### src/rtl/fixed_point_normalizer_pkg.sv
// -----------------------------------------------------------------------------
// fixed_point_pkg
//   Shared definitions for the fixed-point normalizer slice.
//   - clz_width(n): width of a leading-zero count over an n-bit operand.
//   - norm_result_t: normalizer result record {mant, shift, sign, zero}, sized
//     for the widest supported operand so any instance width fits in it.
// -----------------------------------------------------------------------------
package fixed_point_pkg;

  // Widest operand the normalizer is built for.
  localparam int unsigned MAX_N = 64;

  // Bits needed to hold a leading-zero count for an n-bit operand. The count
  // never has to represent n itself: an all-zero operand reports 0.
  function automatic int unsigned clz_width(input int unsigned n);
    return $clog2(n);
  endfunction

  localparam int unsigned MAX_SHIFT_W = clz_width(MAX_N);

  typedef struct packed {
    logic [MAX_N-1:0]       mant;
    logic [MAX_SHIFT_W-1:0] shift;
    logic                   sign;
    logic                   zero;
  } norm_result_t;

endpackage

### src/rtl/fixed_point_clz_tree.sv
// -----------------------------------------------------------------------------
// fixed_point_clz_tree
//   Combinational leading-zero counter built as a pairwise reduction tree.
//   Ports:
//     data : N-bit operand
//     clz  : number of leading zeros of data; 0 when data is all zeros
//   N must be a power of two.
// -----------------------------------------------------------------------------
module fixed_point_clz_tree
  import fixed_point_pkg::*;
#(
  parameter int unsigned N = 32
) (
  input  logic [N-1:0]            data,
  output logic [clz_width(N)-1:0] clz
);

  localparam int unsigned SW = clz_width(N);

  // Heap-ordered tree: node 0 is the root, node k has children 2k+1 (upper
  // half of its bit range) and 2k+2 (lower half). Leaves start at N-1, with
  // the leftmost leaf holding the operand MSB.
  logic          v_s [2*N-1];
  logic [SW-1:0] c_s [2*N-1];

  for (genvar j = 0; j < N; j++) begin : g_leaf
    assign v_s[N-1+j] = data[N-1-j];
    assign c_s[N-1+j] = {SW{1'b0}};
  end

  // A node whose upper half is all zero adds the full width of that half to
  // the lower half's count. The half width is a single bit of the count
  // because each child count is strictly smaller than it.
  for (genvar k = 0; k < N - 1; k++) begin : g_node
    localparam int DEPTH = $clog2(k + 2) - 1;
    localparam logic [SW-1:0] WEIGHT = {{(SW-1){1'b0}}, 1'b1} << (SW - 1 - DEPTH);
    assign v_s[k] = v_s[2*k+1] | v_s[2*k+2];
    assign c_s[k] = v_s[2*k+1] ? c_s[2*k+1] : (c_s[2*k+2] | WEIGHT);
  end

  // An all-zero operand would otherwise count N-1; report 0 instead.
  always_comb begin
    if (v_s[0]) begin
      clz = c_s[0];
    end else begin
      clz = {SW{1'b0}};
    end
  end

endmodule

### src/rtl/fixed_point_normalizer.sv
// -----------------------------------------------------------------------------
// fixed_point_normalizer
//   Three-stage leading-zero normalizer with a valid/ready handshake.
//   S1: sign and magnitude, S2: zero flag and leading-zero count,
//   S3: normalized mantissa. All outputs come straight from S3 flops.
//   Ports:
//     clk, rst_n           : clock, asynchronous active-low reset
//     in_valid/in_ready    : input handshake (in_ready depends only on
//                            out_valid and out_ready)
//     in_data [N]          : operand (two's complement when SIGNED = 1)
//     out_valid/out_ready  : output handshake
//     out_mant [N]         : magnitude shifted so its MSB is 1 (0 for zero)
//     out_shift [log2 N]   : left shift applied (leading zeros of magnitude)
//     out_sign             : operand sign, always 0 when SIGNED = 0
//     out_zero             : operand was zero
// -----------------------------------------------------------------------------
module fixed_point_normalizer
  import fixed_point_pkg::*;
#(
  parameter int unsigned N      = 32,
  parameter bit          SIGNED = 1'b0
) (
  input  logic                    clk,
  input  logic                    rst_n,
  input  logic                    in_valid,
  output logic                    in_ready,
  input  logic [N-1:0]            in_data,
  output logic                    out_valid,
  input  logic                    out_ready,
  output logic [N-1:0]            out_mant,
  output logic [clz_width(N)-1:0] out_shift,
  output logic                    out_sign,
  output logic                    out_zero
);

  localparam int unsigned SW = clz_width(N);

  logic          advance_s;
  logic          s1_sign_nxt_s;
  logic [N-1:0]  s1_mag_nxt_s;
  logic [SW-1:0] s1_clz_s;
  logic          s1_zero_s;
  logic [N-1:0]  s2_mant_s;

  logic          s1_valid_r;
  logic          s1_sign_r;
  logic [N-1:0]  s1_mag_r;
  logic          s2_valid_r;
  logic          s2_sign_r;
  logic          s2_zero_r;
  logic [N-1:0]  s2_mag_r;
  logic [SW-1:0] s2_clz_r;

  // Global stall: the whole pipeline moves only when S3 can be vacated.
  always_comb begin
    advance_s = !out_valid || out_ready;
  end

  assign in_ready = advance_s;

  // Sign and magnitude of the incoming operand. Negation wraps in N bits, so
  // the most negative value maps to 2^(N-1), which is still a valid magnitude.
  always_comb begin
    s1_sign_nxt_s = SIGNED && in_data[N-1];
    if (s1_sign_nxt_s) begin
      s1_mag_nxt_s = ~in_data + {{(N-1){1'b0}}, 1'b1};
    end else begin
      s1_mag_nxt_s = in_data;
    end
  end

  // Stage 1 register: sign, magnitude and slot valid.
  always_ff @(posedge clk or negedge rst_n) begin
    if (!rst_n) begin
      s1_valid_r <= 1'b0;
      s1_sign_r  <= 1'b0;
      s1_mag_r   <= {N{1'b0}};
    end else if (advance_s) begin
      s1_valid_r <= in_valid && advance_s;
      s1_sign_r  <= s1_sign_nxt_s;
      s1_mag_r   <= s1_mag_nxt_s;
    end
  end

  fixed_point_clz_tree #(
    .N (N)
  ) u_clz_tree (
    .data (s1_mag_r),
    .clz  (s1_clz_s)
  );

  // Zero detect on the stage 1 magnitude.
  always_comb begin
    s1_zero_s = (s1_mag_r == {N{1'b0}});
  end

  // Stage 2 register: magnitude, sign, zero flag and leading-zero count.
  always_ff @(posedge clk or negedge rst_n) begin
    if (!rst_n) begin
      s2_valid_r <= 1'b0;
      s2_sign_r  <= 1'b0;
      s2_zero_r  <= 1'b0;
      s2_mag_r   <= {N{1'b0}};
      s2_clz_r   <= {SW{1'b0}};
    end else if (advance_s) begin
      s2_valid_r <= s1_valid_r;
      s2_sign_r  <= s1_sign_r;
      s2_zero_r  <= s1_zero_s;
      s2_mag_r   <= s1_mag_r;
      s2_clz_r   <= s1_clz_s;
    end
  end

  // Normalizing shift; a zero magnitude has count 0 and stays 0.
  always_comb begin
    s2_mant_s = s2_mag_r << s2_clz_r;
  end

  // Stage 3 register, which is also the output interface.
  always_ff @(posedge clk or negedge rst_n) begin
    if (!rst_n) begin
      out_valid <= 1'b0;
      out_mant  <= {N{1'b0}};
      out_shift <= {SW{1'b0}};
      out_sign  <= 1'b0;
      out_zero  <= 1'b0;
    end else if (advance_s) begin
      out_valid <= s2_valid_r;
      out_mant  <= s2_mant_s;
      out_shift <= s2_clz_r;
      out_sign  <= s2_sign_r;
      out_zero  <= s2_zero_r;
    end
  end

endmodule
### config.mk
export PLATFORM = sky130hd
export DESIGN_NAME = fixed_point_normalizer
export DESIGN_NICKNAME = d
export VERILOG_FILES = /design/src/rtl/fixed_point_normalizer_pkg.sv /design/src/rtl/fixed_point_clz_tree.sv /design/src/rtl/fixed_point_normalizer.sv
export SDC_FILE = /design/constraint.sdc
export NUM_CORES = 1
export LEC_CHECK = 0
export BUFFER_PORTS_ARGS = -buffer_cell sky130_fd_sc_hd__buf_2
export CORE_ASPECT_RATIO = 1.5
export CORE_MARGIN = 2
export CORE_UTILIZATION = 29
export DETAILED_ROUTE_END_ITERATION = 8
export PLACE_DENSITY_LB_ADDON = 0.3
export SETUP_SLACK_MARGIN = 0.15
export SLEW_MARGIN = 20
export SYNTH_ARGS = -nofsm -noshare
export SYNTH_HDL_FRONTEND = slang
export SYNTH_HIERARCHICAL = 1
export SYNTH_SLANG_ARGS = --single-unit
### constraint.sdc
create_clock -name clk -period 5.5 [get_ports clk]
set_clock_uncertainty 0.2 [all_clocks]
set_input_delay 1.1 -clock clk [delete_from_list [all_inputs] [get_ports clk]]
set_output_delay 1.1 -clock clk [all_outputs]
set_load 0.03 [all_outputs]
==> metrics.md <==
| Metric | Value |
|---|---|
| Status | completed |
| Peak VDD IR | 177 uV |
| Fmax achieved | 0.276 GHz |
| Most frequent cells in the layout | nand2_1, dfrtp_1, buf_2 |
| Synth area leader | dfrtp_1 |
| Core ar. | 21500 sq um |
| Fin util | 33.3% |
| Critical path's most frequent cell | buf_2 |
| Post-CTS setup buffers | 0 |
| Cell Int Power | 2.26 mW |
| P_sw | 1.83 mW |
| Clock power share | 16.0% |
| Post-synth ARST share | 100% |
| # resized after CTS | 0 |
| Crit path DAT | 2.32 ns |
| Drt drc | 0 |
| Die H | 185 um |
| Leak | 3.36 nW |
| First-pass GRT wire length | 27700 um |
| Cts bufs inserted | 9 |
| CP endpoint kind | output port |
| Die ar. | 22900 sq um |
| Slew Limit Fails | 0 |
| Hold Vio Cnt, Final | 0 |
| Filler instances | 2245 |
| Post-Syn Instances | 677 |
| WP data required | 4.20 ns |
| Vias in the first global route | 4982 |
| IO Count | 77 |
| Iter 0 DRT Violations | 356 |
| Clk root buf | clkbuf_16 |
| Cell area after synthesis | 6300 sq um |
| Setup violations, final | 0 |
| Nets | 761 |
| Critical path startpoint category | input port |
| Tmin final | 3.62 ns |
| # Max-Cap Violations | 0 |
| Hold Path Depth | 2 |
| CP peak stage delay | 0.36 ns |
| CTS tree | done |
| RSZ-0062 raised after global routing | false |
| Fin cells | 1002 |
| Sequential share of the synthesized area | 44.1% |
| Router iterations before antenna repair | 5 |
| Switching Share | 44.8% |
| Hold crit path type | flip-flop to flip-flop |
| Placed Cells | 986 |
| Antenna fix cells | 0 |
| Overall routed net length | 17500 um |
| Starting Density | 29.3% |
| Post-DP HPWL | 12600 um |
| Worst-Skew Late Latency | 0.35 ns |
| Setup TNS | 0 ns |
| Gpl congestion | 0.884 |
| Vias after detailed routing | 5073 |
| Tightest Pin Transition | 1.00 ns |
| Avg WL per Cell | 17.4 um |
| Die Span X | 124 um |
| Final Cycle Share | 65.8% |
| Clock tree buffer depth | 2 |
| Initial antenna violation count | 0 |
| Hold_buf cts | 0 |
| Gate power share | 49.0% |
| Headroom to the max-slew limit | 32.5% |
| EDFF count, synth | 0 |
| #FFs+latches synth | 111 |
| Fraction of layout instances using a drive strength above 1 | 21.4% |
| # port buffers | 75 |
| Max FO, Critical Path | 39 |
| Crit-path slowest cell | buf_4 |
| Yosys warning count | 6 |
| Multi-input logic area | 3260 sq um |
| Largest net degree at the start of global routing | 83 |
| Reg2Reg Depth | 6 |
| Mean post-synth cell area | 9.31 sq um |
| Count of cell types in the netlist | 60 |
| CTS sink cnt | 111 |
| Pwr Density | 571 nW/um^2 |
| Ys flop type | dfrtp_1 |
| Yosys top cell area share | 44.1% |
| Reg clk slew, reported paths | 0.08 ns |
| Commonest non-fill, non-tap cell in the layout | nand2_1 |
| CP Class | input port to output port |
| FP Rows | 66 |
| Global route total overflow | 0 |
| Reg area | 2780 sq um |
| Worst-path cell chain | buf_2 > nor2b_4 > buf_4 > inv_2 > buf_2 |
| H-tree levels | 3 |
| Vias/cell | 5.06 |
| Top cells by area, synth | dfrtp_1, nand2_1, mux4_2 |
| Final ANT Viol Nets | 0 |
| Synth-to-layout area growth | 13.6% |
| Sequential share of power | 35.1% |
| Synthesized Nets | 713 |
| Gr usage total | 15.2% |
[metal layers]
layer  vias to the layer above  global-route usage (%)  wire length (um)
met2                       146                    26.3              8710
met4                         0                    8.13               802
met1                      2417                    18.0              7280
met5                         -                       0                 0
met3                        34                    2.64               665
li1                       2476                       -                 -
[path summary, 6_finish.rpt]
| path | endpoint | from | slack, ns |
|---|---|---|---|
| setup / recovery | in_ready | out_ready | 1.88 |
| hold / removal | s2_valid_r | s2_valid_r | 0.26 |
| setup reg to reg | out_mant[20] | s2_clz_r[1] | 2.59 |
| hold reg to reg | s2_valid_r | s2_valid_r | 0.26 |
| max in group asynchronous | out_mant[24] | rst_n | 3.55 |
| min in group asynchronous | out_mant[0] | rst_n | 0.59 |
[worst max-delay path, delay by kind of cell]
family	cells	cell delay [ns]
buf+inv	4	1.10
simple gates	1	0.09
[state kept, by name (all words and copies together) (netlist names)]
signal      cells
out_mant       32
s1_mag_r       32
s2_mag_r       32
out_shift       5
s2_clz_r        5
out_valid       1
out_zero        1
s1_valid_r      1
s2_valid_r      1
s2_zero_r       1
[power groups by stage]
stage / logic, mW / clock network (mW) / registers (mW)
2_1_floorplan: 1.31 / 0 / 1.56
3_5_place_dp: 2.00 / 0 / 1.45
3_3_place_gp: 2.00 / 0 / 1.45
5_1_grt: 2.16 / 0.709 / 1.49
6_report: 2.00 / 0.653 / 1.43
4_1_cts: 2.01 / 0.675 / 1.44
[metrics by stage]
| step | hold WS (ns) | area (sq um) | setup slack [ns] | total power, mW |
|---|---|---|---|---|
| global route | 0.287 | 7160 | 1.81 | 4.36 |
| global placement | 0.242 | 6850 | 1.88 | 3.45 |
| floorplan | 0.230 | 6300 | 2.50 | 2.87 |
| finish | 0.263 | 7160 | 1.88 | 4.09 |
| CTS | 0.266 | 7150 | 1.88 | 4.12 |
| detailed placement | 0.248 | 6850 | 1.89 | 3.45 |
[synth_stat cells (2+ instances only)]
master / count
a211oi_1: 3
a21oi_1: 13
a222oi_1: 2
a22o_1: 10
a22oi_1: 10
a2bb2oi_1: 2
a31oi_1: 2
a32oi_1: 4
buf_1: 3
buf_2: 7
buf_4: 6
buf_6: 4
clkbuf_1: 26
dfrtp_1: 111
inv_1: 10
mux2_1: 2
mux2_2: 23
mux2_4: 3
mux2i_1: 25
mux4_1: 4
mux4_2: 21
nand2_1: 249
nand2b_1: 7
nand3_1: 6
nand3b_1: 2
nand4_1: 4
nor2_1: 25
nor2b_1: 5
nor3_1: 7
nor3b_1: 2
nor4_1: 13
o211ai_1: 3
o21a_1: 2
o21ai_0: 18
o21ai_1: 3
o21bai_1: 3
o22ai_1: 4
o311ai_1: 2
o31ai_1: 7
or3_1: 3
or4_1: 2
[cells by family after synthesis]
| group | synth area share (%) |
|---|---|
| flip-flops | 44.1 |
| buffers and inverters | 4.37 |
| other | 0.0595 |
| AND/OR/NAND/NOR | 21.8 |
| multiplexers | 18.3 |
| AO/OA/AOI/OAI | 11.4 |
[layout make-up]
type                    count  share of cell area (%)
clock inverters             6                   0.856
clock buffers              10                    3.34
repair buffers             83                    6.17
well taps                 272                    4.75
flip-flops and latches    111                    38.8
multi-input cells         509                    45.5
inverters                  11                   0.577
(Power assumes the default switching activity.)
